### config.mk
export PLATFORM = sky130hd
export DESIGN_NAME = sar_search5
export DESIGN_NICKNAME = d
export VERILOG_FILES = /design/src/rtl/sar_pkg.sv /design/src/rtl/sar_search5.sv
export SDC_FILE = /design/constraint.sdc
export NUM_CORES = 1
export LEC_CHECK = 0
export CAP_MARGIN = 5
export CORE_UTILIZATION = 53
export DETAILED_ROUTE_END_ITERATION = 10
export HOLD_SLACK_MARGIN = 0.15
export PLACE_DENSITY = 0.91
export SYNTH_ARGS = -nofsm -noshare
export SYNTH_HDL_FRONTEND = slang
export SYNTH_SLANG_ARGS = --single-unit
export TNS_END_PERCENT = 20
### constraint.sdc
create_clock -name clk -period 4.5 [get_ports clk]
set_input_delay 0.675 -clock clk [delete_from_list [all_inputs] [get_ports clk]]
set_output_delay 0.675 -clock clk [all_outputs]
set_load 0.005 [all_outputs]
### src/rtl/sar_pkg.sv
// ============================================================================
//  Module      : sar_pkg
//  Description : Shared types and constants for the sar_search5 successive-
//                approximation search controller.
//  Revision    : 1.0 - initial release
// ============================================================================
`default_nettype none

package sar_pkg;

    // Default width of the trial value, result and bit index range
    localparam int c_sar_width_default = 5;

    // Search controller states
    typedef enum logic [1:0] {
        IDLE = 2'd0,
        TRY  = 2'd1,
        DONE = 2'd2
    } sar_state_t;

    // A comparator verdict is only meaningful when exactly one flag is set
    function automatic logic sar_onehot3(input logic a, input logic b, input logic c);
        return (a & ~b & ~c) | (~a & b & ~c) | (~a & ~b & c);
    endfunction

endpackage

`default_nettype wire

### src/rtl/sar_search5.sv
// ============================================================================
//  Module      : sar_search5
//  Description : Successive-approximation search controller. Drives a trial
//                value into an external magnitude comparator and resolves one
//                bit per clock, MSB first, until the target is found.
//                Optional macro SAR_EARLY_EXIT_EN: finish as soon as the
//                comparator reports equality instead of always taking WIDTH
//                decisions.
//  Revision    : 1.0 - initial release
// ============================================================================
`default_nettype none

module sar_search5
    import sar_pkg::*;
#(
    parameter int WIDTH = c_sar_width_default
) (
    input  logic             clk,
    input  logic             rst_n,
    input  logic             start,
    input  logic             cmp_gt,
    input  logic             cmp_eq,
    input  logic             cmp_lt,
    output logic [WIDTH-1:0] trial,
    output logic             busy,
    output logic             done,
    output logic [WIDTH-1:0] result,
    output logic             err
);

    localparam int               IDX_W     = (WIDTH > 1) ? $clog2(WIDTH) : 1;
    localparam logic [WIDTH-1:0] c_lsb     = WIDTH'(1);
    localparam logic [WIDTH-1:0] c_msb     = c_lsb << (WIDTH - 1);
    localparam logic [IDX_W-1:0] c_idx_top = IDX_W'(WIDTH - 1);
    localparam logic [IDX_W-1:0] c_idx_one = IDX_W'(1);
    localparam logic [IDX_W-1:0] c_idx_lo  = '0;

    sar_state_t       r_state;
    sar_state_t       w_state_nxt;
    logic [WIDTH-1:0] r_trial;
    logic [WIDTH-1:0] w_trial_nxt;
    logic [WIDTH-1:0] r_result;
    logic [WIDTH-1:0] w_result_nxt;
    logic [IDX_W-1:0] r_idx;
    logic [IDX_W-1:0] w_idx_nxt;
    logic             r_err;
    logic             w_err_nxt;

    logic [WIDTH-1:0] w_mask;
    logic [WIDTH-1:0] w_decided;
    logic             w_valid;
    logic             w_early;

    // Bit under test, the trial after applying this cycle's verdict, and
    // verdict validity
    always_comb begin
        w_mask    = c_lsb << r_idx;
        w_decided = cmp_gt ? (r_trial & ~w_mask) : r_trial;
        w_valid   = sar_onehot3(cmp_gt, cmp_eq, cmp_lt);
`ifdef SAR_EARLY_EXIT_EN
        w_early   = cmp_eq;
`else
        w_early   = 1'b0;
`endif
    end

    // State register; reset drops straight back to IDLE even mid-search
    always_ff @(posedge clk or negedge rst_n) begin
        if (!rst_n) begin
            r_state <= IDLE;
        end else begin
            r_state <= w_state_nxt;
        end
    end

    // Next-state, datapath next values and status outputs
    always_comb begin
        w_state_nxt  = r_state;
        w_trial_nxt  = r_trial;
        w_result_nxt = r_result;
        w_idx_nxt    = r_idx;
        w_err_nxt    = r_err;
        busy         = (r_state == TRY);
        done         = (r_state == DONE);

        case (r_state)
            IDLE, DONE: begin
                // DONE accepts a new start exactly like IDLE
                if (start) begin
                    w_trial_nxt = c_msb;
                    w_idx_nxt   = c_idx_top;
                    w_err_nxt   = 1'b0;
                    w_state_nxt = TRY;
                end else begin
                    w_state_nxt = IDLE;
                end
            end
            TRY: begin
                if (!w_valid) begin
                    // Ambiguous comparator: abandon the search with a flagged zero
                    w_result_nxt = '0;
                    w_err_nxt    = 1'b1;
                    w_state_nxt  = DONE;
                end else if (w_early || (r_idx == c_idx_lo)) begin
                    // On equality w_decided equals the current trial
                    w_trial_nxt  = w_decided;
                    w_result_nxt = w_decided;
                    w_state_nxt  = DONE;
                end else begin
                    // Keep/clear this bit, then tentatively set the next one down
                    w_trial_nxt  = w_decided | (w_mask >> 1);
                    w_idx_nxt    = r_idx - c_idx_one;
                end
            end
            default: begin
                w_state_nxt = IDLE;
            end
        endcase
    end

    // Datapath registers: trial, result, bit index and sticky error
    always_ff @(posedge clk or negedge rst_n) begin
        if (!rst_n) begin
            r_trial  <= '0;
            r_result <= '0;
            r_idx    <= c_idx_top;
            r_err    <= 1'b0;
        end else begin
            r_trial  <= w_trial_nxt;
            r_result <= w_result_nxt;
            r_idx    <= w_idx_nxt;
            r_err    <= w_err_nxt;
        end
    end

    assign trial  = r_trial;
    assign result = r_result;
    assign err    = r_err;

endmodule

`default_nettype wire

# After elaboration in Yosys (flattened, before gate mapping)
# Index checks and enable logic that the tools add are counted.
dict set report classes {
  n_addsub 1
  shift 1
  mux 18
  bitwise_logic 14
  n_eq_ne 8
  reduce_logical 8
}
# operator count
set ops {}
lappend ops {{5-bit two-way mux} 6}
lappend ops {{5-bit one-hot mux with 2 select lines} 1}
lappend ops {{3-bit two-way mux} 3}
lappend ops {{1-bit AND} 6}
lappend ops {{2-bit inequality test, second input constant} 3}
lappend ops {{3-bit one-hot mux with 2 select lines} 1}
lappend ops {{3-bit AND reduction} 2}
lappend ops {{5-bit AND} 1}
lappend ops {{5-bit NOT} 1}
lappend ops {{5-bit by 4-bit OR with 5-bit output} 1}
lappend ops {{1-bit by 3-bit left shift with 5-bit output, first input constant} 1}
lappend ops {{2-bit two-way mux} 2}
lappend ops {{2-bit by 1-bit inequality test with 1-bit output, second input constant} 2}
lappend ops {{2-bit one-hot mux with 2 select lines} 1}
lappend ops {{4-bit AND reduction} 1}
lappend ops {{3-bit zero test} 1}
lappend ops {{1-bit two-way mux} 3}
lappend ops {{3-bit by 2-bit inequality test with 1-bit output, second input constant} 1}
lappend ops {{1-bit NOT} 3}
lappend ops {{3-bit by 1-bit subtractor with 3-bit output, second input constant} 1}
lappend ops {{2-bit by 1-bit == test with 1-bit output, second input constant} 1}
lappend ops {{2-bit == test, second input constant} 1}
lappend ops {{2-bit zero test} 1}
lappend ops {{1-bit OR} 2}
lappend ops {{other kinds (4)} 4}
dict set report word_totals {
  in_bits 6
  wordCells 55
  reg_bits 16
  output_inout_bits 13
}

# Logic depth before layout (Yosys ltp)
dict set report logic_depth {
  word_depth 8
  depth_mapped 6
  ltp_nobuf 6
}

# Worst setup path before layout
# No wires, ideal clock.
dict set report synth_path {
  kind {input to register}
  from {input port cmp_gt}
  to {register r_result[2] (netlist: result[2])}
  slack_ns 2.767
  stages 5
  arrival_ns 1.615
  n_path_buf 1
  setup_ns 0.118
  t_required_ns 4.382
  cell_sequence {buf_6 -> xor2_2 -> o21ai_4 -> nand3b_4 -> a2bb2o_4}
}
dict set report synth_via {
  elab_chain_len 7
  elab_cells_between_ends 14
  cone_classes {1 x eq/ne; 3 x mux; 9 x bitwise; 1 x reduce/logical}
}
# item line_no
set synth_rtl {}
lappend synth_rtl {{start: declaration} sar_search5.sv:21} ;# input logic cmp_gt,
lappend synth_rtl {{1-bit NOT} sar_pkg.sv:23} ;# return (a & ~b & ~c) | (~a & b & ~c) | (~a & ~b & c);
lappend synth_rtl {{1-bit AND (2 in a row)} sar_pkg.sv:23}
lappend synth_rtl {{1-bit OR (2 in a row)} sar_pkg.sv:23}
lappend synth_rtl {{2-bit by 1-bit inequality test with 1-bit output (no source line)} n/a}
lappend synth_rtl {{2-bit AND reduction (no source line)} n/a}
lappend synth_rtl {{end signal: assignment} sar_search5.sv:130} ;# r_result <= w_result_nxt;
lappend synth_rtl {{end: declaration} sar_search5.sv:42} ;# logic [WIDTH-1:0] r_result;
# Several ways; a longest one is shown, not always the timed one. The select of a mux whose other input is x is not followed.
# A chain may end at the register's enable or synchronous reset.

# Worst setup path after layout
dict set report layout_path {
  from {register r_state[1]}
  to {output port busy}
}
dict set report layout_via {
  elab_chain_len 1
}
# item line_no
set layout_rtl {}
lappend layout_rtl {{start: declaration} sar_search5.sv:38} ;# sar_state_t r_state;
lappend layout_rtl {{start signal: assignment} sar_search5.sv:72} ;# r_state <= w_state_nxt;
lappend layout_rtl {{2-bit by 1-bit == test with 1-bit output} sar_search5.sv:83} ;# busy = (r_state == TRY);
lappend layout_rtl {{end: declaration} sar_search5.sv:25} ;# output logic busy,
# No other way between the ends.

==> impl_results.md <==
* CP arrival at 1.66 ns
* Worst-Margin Slew at 0.710 ns
* Io pins at 19
* RSZ-0062 raised after global routing: no
* Setup bufs post-CTS at 0
* Placed insts at around 120
* Avg Cell Area, Syn at 10.8 µm²
* Hold Path Origin: result[0]
* Count leader, synth: dfrtp_1
* Final WL at 1930 µm
* Global Route Usage Sum at 0.230
* Clock Pin Slew Worst Setup and Hold Paths at ~0.09 ns
* Hold path endpoint: result[0]
* Fin crit share at 0.518
* WL met2 at about 900 µm
* Worst-path fanout max at 7
* Syn Inst Count at 85
* Top cell type's share of synthesized area at 0.408
* Max layer used: met4
* Final Cell Area at around 1100 µm²
* Post-synthesis sequential area ratio at 0.436
* Met3 wire len at 114 µm
* Worst setup SP type: register
* LEAKAGE at between 0.5 and 0.6 nW
* F_max at between 400 and 500 MHz
* Required time of the critical path at 3.83 ns
* Max_cap viols at 0
* Via density at 6.18
* Finished Core Util at 0.726
* Post-route ant nets at 0
* Ranking of synthesized cells by area: dfrtp_1 (41%), ha_1 (6.8%), nand2_1 (3.7%), o21ai_4 (3.5%), dfstp_2 (2.9%)
* Crit. End Element: primary output
* EDFF count, synth at 0
* Pwr per Cell Area at 506 nW/µm²
* Clock buffer count from CTS at 3
* Placer congestion estimate at slightly below 0.8
* Reg2reg setup slack at 2.81 ns
* Cell area after placement at 1110 µm²
* WL/cell at about 16 µm
* Synth area leader: dfrtp_1
* Post-CTS resize count at 0
* Setup TNS at 0 ns
* NumNets Final at 117
* CTS tree: yes
* Failing checks: DRC
* Relative slew slack at 0.526
* Diodes inserted at 0
* Critical path class: reg -> out
* Post-Syn Nets at 96
* Vias in the first global route at 686
* Mapped Area at 921 µm²
* Initial Util at 0.591
* #FFs+latches synth at 16
* Hold buffers post-CTS at 0
* Max clock buf depth at 2
* Final HPWL DP at around 1400 µm
* Layout cells sized above 1 at 0.133
* Post-synth top cells: dfrtp_1 (15), nand2_1 (9), ha_1 (5)
* Total congestion overflow at 0
* Die height at 43.7 µm
* R2R Path End: result[2]
* Area grow syn2layout at 23.0%
* Worst R2R Path Depth at 5
* WL met1 at 875 µm
* Die width at 43.7 µm
* VDD IR max at 0.000350 V
* Initial antenna violation count at 0
* CTS Root Cell: clkbuf_4
* First-pass GRT wire length at 3090 µm
* Min-Delay Path Depth at 1
* Largest net degree at the start of global routing at 17
* Clk Latency, worst-skew pair at roughly 0.28 ns
* Initial DRC count at 18
* Routed vias at between 700 and 800
* DRC Markers at 1
* Status: complete, but fails checks
* Endpoints failing hold at 0
* Core Region at 1560 µm²
* Hold WC Path Type: reg -> reg
* Clock Skew at roughly 0.0027 ns
* Synth warnings at 0
* Total clock sinks at 16
* CTS H-tree depth at 1
* Initial DRT Pass Iterations at 7
* Min Hold Slack at 0.481 ns
* IO buf count at 18
* FF-to-FF Start: r_idx[0]
* Die area at approximately 1900 µm²
* Row count at 14
* Yosys cell types at 34
* Slew Viols, Final at 0
* Count of final setup violators at 0
* Synth Flop Type: dfrtp_1
* Min Clock Period, post-route at 2.33 ns
* Post-synthesis async set-or-reset flop share at 1.00
* Finished Layout Cells at 121
## layout by cell type (no fill, tap or decap), drive strengths merged, types with 2 or more instances in the layout
cell           Yosys  layout
dfrtp             15      15
clkdlybuf4s50      0      18
nand2              9       9
a21oi              4       4
mux2i              2       2
o2bb2ai            3       3
nand3b             3       3
nor3               4       4
inv                5       5
nand2b             2       2
nand3              4       4
a31o               2       2
clkbuf             1       4
ha                 5       5
a21o               2       2
nor2               4       4
nor2b              2       2
o21ai              6       6
## metal layers
metal,up-vias,global-route usage
li1,343,-
met1,368,0.297
met2,31,0.355
met3,6,0.0542
met4,0,0.131
met5,-,0
## how the worst max path moves through the flow
stage / start / endpoint / slack, ns / depth (start not counted)
after floorplan: cmp_gt / result[2] / 2.77 / 5
after global placement: cmp_gt / r_idx[1] / 2.19 / 5
after detailed placement: cmp_gt / r_idx[0] / 2.14 / 5
after CTS: r_state[1] / busy / 2.15 / 3
after global routing: r_state[1] / busy / 2.09 / 3
final: r_state[1] / busy / 2.17 / 3
## flip-flops by register name, summed over array words and instances, names as in the netlist
register and cells:
trial 5, r_idx 3, result 5, err 1, r_state 2
## area by class of cell
class	count	area (µm²)
timing repair buffer	18	180
fill	118	427
inverter	5	18.8
multi-input combinational	62	485
tap	16	20.0
sequential	16	402
clock buffer	4	26.3
## where the power goes
part / total, mW / internal (mW) / switching (mW) / leakage (nW)
sequential: 0.221 / 0.183 / 0.0381 / 0.209
clock: 0.0777 / 0.0344 / 0.0433 / 0.0150
combinational: 0.274 / 0.125 / 0.148 / 0.282
total: 0.573 / 0.343 / 0.230 / 0.506
## cells by family (layout without fill, tap and decap cells)
kind of cell / after synthesis / in the layout / synth area share
buffers and inverters: 7 / 27 / 0.0367
adders and majority gates: 5 / 5 / 0.0679
muxes: 2 / 2 / 0.0217
and+or+nand+nor: 31 / 31 / 0.201
AOI/OAI and AO/OA: 22 / 22 / 0.209
xor gates and xnor gates: 2 / 2 / 0.0272
DFF: 16 / 16 / 0.436
## critical path, cell delays in order (launching register included)
cell and delay, ns:
dfrtp_1 0.39, nand2b_1 0.24, inv_2 0.21, clkdlybuf4s50_1 0.53
## stage by stage
stage,worst slack (ns),power [mW]
4_1_cts,2.15,0.574
3_3_place_gp,2.19,0.476
2_1_floorplan,2.77,0.388
3_5_place_dp,2.14,0.493
5_1_grt,2.09,0.611
6_report,2.17,0.573
Power figures use the tool's default switching activity.
